--- src/rtl/ex_div_unit_pkg.sv ---
// Shared definitions for the EX-stage divider: state encoding, width and op selects.
package ex_div_unit_pkg;

  localparam int unsigned DIV_W = 32;

  // Divider FSM states.
  typedef enum logic [1:0] {
    StIdle  = 2'd0,
    StBusy  = 2'd1,
    StDzero = 2'd2,
    StDone  = 2'd3
  } div_state_e;

  // SPECIAL-opcode funct fields the EX decode uses to select DIV / DIVU.
  localparam logic [5:0] FunctDiv  = 6'b011010;
  localparam logic [5:0] FunctDivu = 6'b011011;

endpackage

--- src/rtl/ex_div_unit_div_step.sv ---
// One restoring-division iteration: shift in the next dividend bit, trial-subtract.
module ex_div_unit_div_step #(
  parameter int unsigned DATA_W = 32
) (
  input  logic [DATA_W-1:0] rem_i,
  input  logic              dividend_msb_i,
  input  logic [DATA_W-1:0] divisor_i,
  output logic [DATA_W-1:0] next_rem_o,
  output logic              q_bit_o
);

  logic              shift_top;
  logic [DATA_W-1:0] shift_low;
  logic              borrow;
  logic [DATA_W-1:0] diff;

  // A set bit shifted out of rem means the trial value exceeds any divisor, so the
  // subtraction only needs the low DATA_W bits (the carry-out is absorbed by the wrap).
  always_comb begin
    {shift_top, shift_low} = {rem_i, dividend_msb_i};
    {borrow, diff}         = {1'b0, shift_low} - {1'b0, divisor_i};
    q_bit_o                = shift_top | ~borrow;
    next_rem_o             = q_bit_o ? diff : shift_low;
  end

endmodule

--- src/rtl/ex_div_unit.sv ---
// Multi-cycle 32-bit DIV/DIVU unit for the EX stage; holds the pipeline via
// stallreq_for_ex until the quotient/remainder are presented.
module ex_div_unit
  import ex_div_unit_pkg::*;
#(
  parameter int unsigned DATA_W = DIV_W,
  parameter int unsigned CNT_W  = 6
) (
  input  logic              clk,
  input  logic              rst,
  input  logic              div_start,
  input  logic              div_signed,
  input  logic [DATA_W-1:0] op_a,
  input  logic [DATA_W-1:0] op_b,
  input  logic              cancel,
  output logic              stallreq_for_ex,
  output logic              result_valid,
  output logic [DATA_W-1:0] quotient,
  output logic [DATA_W-1:0] remainder
);

  localparam logic [CNT_W-1:0] LastIter = CNT_W'(DATA_W - 1);

  div_state_e        state_q, state_d;
  logic [CNT_W-1:0]  cnt_q, cnt_d;
  logic [DATA_W-1:0] rem_q, rem_d;
  logic [DATA_W-1:0] dvd_q, dvd_d;   // dividend shifts out MSB-first, quotient shifts in
  logic [DATA_W-1:0] dvs_q, dvs_d;
  logic              q_neg_q, q_neg_d;
  logic              r_neg_q, r_neg_d;
  logic [DATA_W-1:0] quo_hold_q, quo_hold_d;
  logic [DATA_W-1:0] rem_hold_q, rem_hold_d;

  logic [DATA_W-1:0] abs_a, abs_b;
  logic [DATA_W-1:0] step_rem;
  logic              step_q;
  logic [DATA_W-1:0] quo_fix, rem_fix;

  ex_div_unit_div_step #(
    .DATA_W (DATA_W)
  ) u_div_step (
    .rem_i          (rem_q),
    .dividend_msb_i (dvd_q[DATA_W-1]),
    .divisor_i      (dvs_q),
    .next_rem_o     (step_rem),
    .q_bit_o        (step_q)
  );

  // Operand magnitudes and sign-corrected results.
  always_comb begin
    abs_a   = (div_signed && op_a[DATA_W-1]) ? -op_a : op_a;
    abs_b   = (div_signed && op_b[DATA_W-1]) ? -op_b : op_b;
    quo_fix = q_neg_q ? -dvd_q : dvd_q;
    rem_fix = r_neg_q ? -rem_q : rem_q;
  end

  // Next-state and datapath updates.
  always_comb begin
    state_d    = state_q;
    cnt_d      = cnt_q;
    rem_d      = rem_q;
    dvd_d      = dvd_q;
    dvs_d      = dvs_q;
    q_neg_d    = q_neg_q;
    r_neg_d    = r_neg_q;
    quo_hold_d = quo_hold_q;
    rem_hold_d = rem_hold_q;

    unique case (state_q)
      StIdle: begin
        if (div_start && !cancel) begin
          cnt_d = '0;
          if (op_b == '0) begin
            // Fixed divide-by-zero result, no sign correction.
            state_d = StDzero;
            dvd_d   = '1;
            rem_d   = op_a;
            q_neg_d = 1'b0;
            r_neg_d = 1'b0;
          end else begin
            state_d = StBusy;
            dvd_d   = abs_a;
            dvs_d   = abs_b;
            rem_d   = '0;
            q_neg_d = div_signed & (op_a[DATA_W-1] ^ op_b[DATA_W-1]);
            r_neg_d = div_signed & op_a[DATA_W-1];
          end
        end
      end
      StBusy: begin
        rem_d = step_rem;
        dvd_d = {dvd_q[DATA_W-2:0], step_q};
        cnt_d = cnt_q + CNT_W'(1);
        if (cnt_q == LastIter) begin
          state_d = StDone;
        end
      end
      StDzero: state_d = StDone;
      StDone: begin
        state_d = StIdle;
        if (!cancel) begin
          quo_hold_d = quo_fix;
          rem_hold_d = rem_fix;
        end
      end
      default: state_d = StIdle;
    endcase

    if (cancel) begin
      state_d = StIdle;
    end
  end

  // Outputs: results shown live in DONE, held afterwards; stall gated by reset too.
  always_comb begin
    result_valid    = (state_q == StDone) && !cancel;
    stallreq_for_ex = (((state_q == StIdle) && div_start) || (state_q == StBusy) ||
                       (state_q == StDzero)) && !cancel && rst;
    quotient        = result_valid ? quo_fix : quo_hold_q;
    remainder       = result_valid ? rem_fix : rem_hold_q;
  end

  // State and datapath registers.
  always_ff @(posedge clk or negedge rst) begin
    if (!rst) begin
      state_q    <= StIdle;
      cnt_q      <= '0;
      rem_q      <= '0;
      dvd_q      <= '0;
      dvs_q      <= '0;
      q_neg_q    <= 1'b0;
      r_neg_q    <= 1'b0;
      quo_hold_q <= '0;
      rem_hold_q <= '0;
    end else begin
      state_q    <= state_d;
      cnt_q      <= cnt_d;
      rem_q      <= rem_d;
      dvd_q      <= dvd_d;
      dvs_q      <= dvs_d;
      q_neg_q    <= q_neg_d;
      r_neg_q    <= r_neg_d;
      quo_hold_q <= quo_hold_d;
      rem_hold_q <= rem_hold_d;
    end
  end

endmodule
--- config.mk ---
export PLATFORM = sky130hd
export DESIGN_NAME = ex_div_unit
export DESIGN_NICKNAME = d
export VERILOG_FILES = /design/src/rtl/ex_div_unit_pkg.sv /design/src/rtl/ex_div_unit_div_step.sv /design/src/rtl/ex_div_unit.sv
export SDC_FILE = /design/constraint.sdc
export NUM_CORES = 1
export LEC_CHECK = 0
export BUFFER_PORTS_ARGS = -buffer_cell sky130_fd_sc_hd__buf_4
export CORE_UTILIZATION = 25
export CTS_CLUSTER_DIAMETER = 80
export DETAILED_ROUTE_END_ITERATION = 10
export PLACE_DENSITY = 0.53
export SLEW_MARGIN = 15
export SYNTH_ARGS = -nofsm -noshare
export SYNTH_HDL_FRONTEND = slang
export SYNTH_SLANG_ARGS = --single-unit
--- constraint.sdc ---
create_clock -name clk -period 4.4 [get_ports clk]
set_input_delay 0 -clock clk [delete_from_list [all_inputs] [get_ports clk]]
set_output_delay 0 -clock clk [all_outputs]
set_load 0.05 [all_outputs]
==> summary.log <==
qor: route.route.met3.wl 1840 microns
qor: clocking.cts.sink_count 170
qor: min_path.worstHoldPathCells 3
qor: placed_design.routabilityCongestion 0.970
qor: logic_synthesis.synth_flop_cell sky130_fd_sc_hd__dfrtp_1
qor: placed_design.detailedPlacementHpwl 31700 microns
qor: layout.layout.cells.most_common sky130_fd_sc_hd__nand2_1
qor: floorplanning.die_h 219 microns
qor: logic_synthesis.syn_avg_cell_area 8.21 sq um
qor: route.drt_first_iter_violations 943
qor: layout.n_antenna_cell 0
qor: layout.highest_count_cells_in_the_layout_ignoring_fill_and_taps sky130_fd_sc_hd__nand2_1 (172), sky130_fd_sc_hd__dfrtp_1 (170), sky130_fd_sc_hd__buf_4 (150)
qor: floorplanning.die-area 47900 sq um
qor: clocking.cts_max_path_buffers 2
qor: logic_synthesis.synth_sequential_area_ratio 36.2%
qor: pwr.clock_power_share 13.1%
qor: pwr.power_per_cell_area 845 nW/um^2
qor: floorplanning.num_io_pins 135
qor: clocking.cts_root_buffer sky130_fd_sc_hd__clkbuf_16
qor: floorplanning.placeableCoreArea 46500 sq um
qor: pwr.combPwrFrac 62.6%
qor: route.ant_nets 0
qor: logic_synthesis.postSynthNetCount 1544
qor: logic_synthesis.netlist_top_cells_area sky130_fd_sc_hd__dfrtp_1 (36%), sky130_fd_sc_hd__xor2_1 (6.8%), sky130_fd_sc_hd__nand2_1 (5.5%)
qor: route.vias_per_cell 5.04
qor: setup_path.ff_to_ff_setup_slack 0.69 ns
qor: logic_synthesis.netlist_instances 1433
qor: pwr.totalPowerFinal 0.0124 W
qor: sta.timing.fmax 269 MHz
qor: job.max-cap-violations 0
qor: clocking.clk_pin_slew_worst_paths 0.07 ns
qor: clocking.cts-buffers-inserted 17
qor: setup_path.start_kind flip-flop
qor: sta.timing.final.setup_violations 0
qor: logic_synthesis.yosysWarnings 0
qor: logic_synthesis.yosysTopAreaCell sky130_fd_sc_hd__dfrtp_1
qor: pwr.net-switching-power 0.00651 W
qor: sta.fin_skew 0.0117 ns
qor: floorplanning.number_of_standard_cell_rows_in_the_floorplan 79
qor: layout.num-nets-final 1702
qor: route.drt_pre_antenna_iters 6
qor: setup_path.startpoint_of_the_worst_slack_reg_to_reg_timing_path rem_q[11]$_DFFE_PN0P_
qor: sta.fin_crit_sh 84.3%
qor: clocking.holdBufCountCts 65
qor: pwr.cell_internal_pwr 0.00586 W
qor: logic_synthesis.ys_ff_latch 170
qor: floorplanning.chipWidth 219 microns
qor: sta.maxSlewHeadroom 29.8%
qor: route.drcViolationCount 0
qor: pwr.switching_share_of_total_power 52.6%
qor: clocking.tritoncts_clock_tree done
qor: logic_synthesis.post-synth-top-area-fraction 36.2%
qor: route.top_signal_layer_used met5
qor: logic_synthesis.post_synth_instance_area 11800 sq um
qor: setup_path.r2r_cells 10
qor: setup_path.required_time_reported_for_the_critical_path_endpoint 4.73 ns
qor: pwr.largest_vdd_supply_drop 0.318 mV
qor: setup_path.critical_path_arrival 4.04 ns
qor: sta.rsz0062_at_grt no
qor: sta.finalWorstPathRequiredPeriod 3.71 ns
qor: sta.summed_negative_setup_slack_over_all_endpoints 0 ns
qor: route.drt-met1-wl 19700 microns
qor: layout.fillerInstances 4965
qor: sta.timing_hold_violations_final 0
qor: logic_synthesis.synth_cell_types 78
qor: layout.drive_gt1_share 13.1%
qor: pwr.power_frac_seq 24.4%
qor: route.detail_routed_net_length_per_standard_cell 18.4 microns
qor: route.routed_wl 40700 microns
qor: setup_path.rr_endpoint rem_q[1]$_DFFE_PN0P_
qor: min_path.holdCritStartpoint op_a[3]
qor: sta.worst_pin_slew 1.05 ns
qor: grt.gr-total-overflow 0
qor: logic_synthesis.synth_async_sr_flop_share 100%
qor: grt.antenna_found_initial 1
qor: grt.gr-usage-all-layers 17.1%
qor: placed_design.number_of_input_and_output_port_buffers_inserted 134
qor: clocking.clock_insertion_delay_worst_skew 0.45 ns
qor: layout.regArea 4250 sq um
qor: clocking.htree_levels 4
qor: route.vias 11100
qor: setup_path.setup.worst_path.class flip-flop to flip-flop
qor: grt.grt_start_max_net_pins 109
qor: route.detailroute.wirelength.met2 18300 microns
qor: min_path.timing.hold.worst_endpoint rem_q[3]$_DFFE_PN0P_
qor: setup_path.critical_path.endpoint_type flip-flop
qor: setup_path.worstPathMaxFanout 14
qor: layout.multi_input_area 7010 sq um
qor: grt.via_count_of_the_first_global_routing_pass 10700
qor: pwr.total_leakage_power 6.14 nW
qor: grt.grt_first_pass_wirelength 63300 microns
qor: run_status.result_of_the_run finished, final reports clean
qor: clocking.cts-resized-gates 0
qor: min_path.hold_class input port to flip-flop
qor: logic_synthesis.synth_enable_flop_cells 0
qor: clocking.cts_post_setup_buffers_inserted 0
qor: floorplanning.floorplan.initialDensity 25.3%
qor: sta.timing_max_transition_violations_final 0
qor: layout.syn2layout_area_growth 24.5%
[final cells by class]
class | instances | area share [%]
inverter | 55 | 1.41
tap | 607 | 5.19
clock inverter | 14 | 1.25
clock buffer | 17 | 2.91
multi-input combinational | 1130 | 47.8
timing repair buffer | 217 | 12.3
sequential | 170 | 29.1
[cells in the mapped netlist, drive strengths merged (5+ instances only)]
| library cell | count |
|---|---|
| a21o | 11 |
| inv | 55 |
| nor2b | 7 |
| nand2b | 12 |
| nand3 | 34 |
| o22ai | 23 |
| nand2 | 174 |
| nor4 | 16 |
| or3 | 26 |
| or4 | 13 |
| xor2 | 91 |
| dfrtp | 170 |
| clkbuf | 58 |
| buf | 20 |
| nand4 | 10 |
| a221oi | 7 |
| a31oi | 19 |
| a211oi | 8 |
| ha | 41 |
| o41ai | 17 |
| o31ai | 34 |
| nor2 | 128 |
| and2 | 5 |
| and3 | 6 |
| a21oi | 117 |
| o21a | 11 |
| o21ai | 162 |
| xnor2 | 48 |
| mux2i | 13 |
| nor3 | 33 |
[cell families (layout without fill, tap and decap cells)]
logic type / count (synthesis) / count (layout) / share of synthesized area (%)
buf+inv: 133 / 303 / 4.48
flops: 170 / 170 / 36.2
mux: 13 / 13 / 1.11
fa+ha+maj: 42 / 42 / 4.53
simple gates: 482 / 482 / 19.8
xor+xnor: 139 / 139 / 10.4
compound gates: 454 / 454 / 23.6
[routing by layer]
metal  GRT usage, %  vias to the layer above
met2           26.9                      292
li1               -                     5459
met4           5.28                        2
met1           24.3                     5337
met3           2.12                       43
met5              0                        -
[registers in the layout, summed over array words and instances, names as in the netlist]
signal,cells
rem_q,32
rem_hold_q,32
r_neg_q,1
quo_hold_q,32
cnt_q,6
q_neg_q,1
dvs_q,32
state_q,2
dvd_q,32
[per-stage QoR]
step / cells / utilization, % / cell area [sq um] / setup slack [ns] / hold WS, ns
6_report: 2210 / 31.5 / 14600 / 0.689 / 0.0184
2_1_floorplan: 1433 / - / 11800 / 1.01 / -0.296
5_1_grt: 2210 / 31.5 / 14600 / 0.427 / 0.0382
4_1_cts: 2210 / 31.5 / 14600 / 0.659 / 0.00850
3_5_place_dp: 2114 / 28.8 / 13400 / 0.754 / 0.218
3_3_place_gp: 2114 / 28.8 / 13400 / 0.763 / 0.209
[worst max-delay path by stage]
| stage | start | end | slack (ns) |
|---|---|---|---|
| 2_1_floorplan | rem_q[10]$_DFFE_PN0P_ | rem_hold_q[25]$_DFFE_PN0P_ | 1.01 |
| 3_3_place_gp | op_b[7] | rem_q[25]$_DFFE_PN0P_ | 0.76 |
| 3_5_place_dp | rem_q[11]$_DFFE_PN0P_ | rem_q[0]$_DFFE_PN0P_ | 0.75 |
| 4_1_cts | op_b[7] | rem_q[25]$_DFFE_PN0P_ | 0.66 |
| 5_1_grt | op_b[7] | rem_q[25]$_DFFE_PN0P_ | 0.43 |
| 6_report | rem_q[11]$_DFFE_PN0P_ | rem_q[1]$_DFFE_PN0P_ | 0.69 |
[worst max-delay path, stage by stage (launching register included)]
cell and delay, ns:
sky130_fd_sc_hd__dfrtp_1 0.51, sky130_fd_sc_hd__ha_1 0.41, sky130_fd_sc_hd__and3_1 0.19, sky130_fd_sc_hd__a22o_1 0.24
sky130_fd_sc_hd__o21bai_1 0.21, sky130_fd_sc_hd__o211ai_1 0.38, sky130_fd_sc_hd__a211oi_2 0.12, sky130_fd_sc_hd__buf_4 0.19
sky130_fd_sc_hd__nor2_1 0.79, sky130_fd_sc_hd__o21ai_0 0.19, sky130_fd_sc_hd__a221o_1 0.36
[power groups by stage]
stage | logic [W] | registers [W] | clock network [W]
floorplan | 0.00555 | 0.00276 | 0
global placement | 0.00761 | 0.00300 | 0
detailed placement | 0.00761 | 0.00303 | 0
CTS | 0.00770 | 0.00300 | 0.00165
global route | 0.00847 | 0.00311 | 0.00171
finish | 0.00774 | 0.00301 | 0.00162
Note: power is estimated with default switching activity, not from simulation.
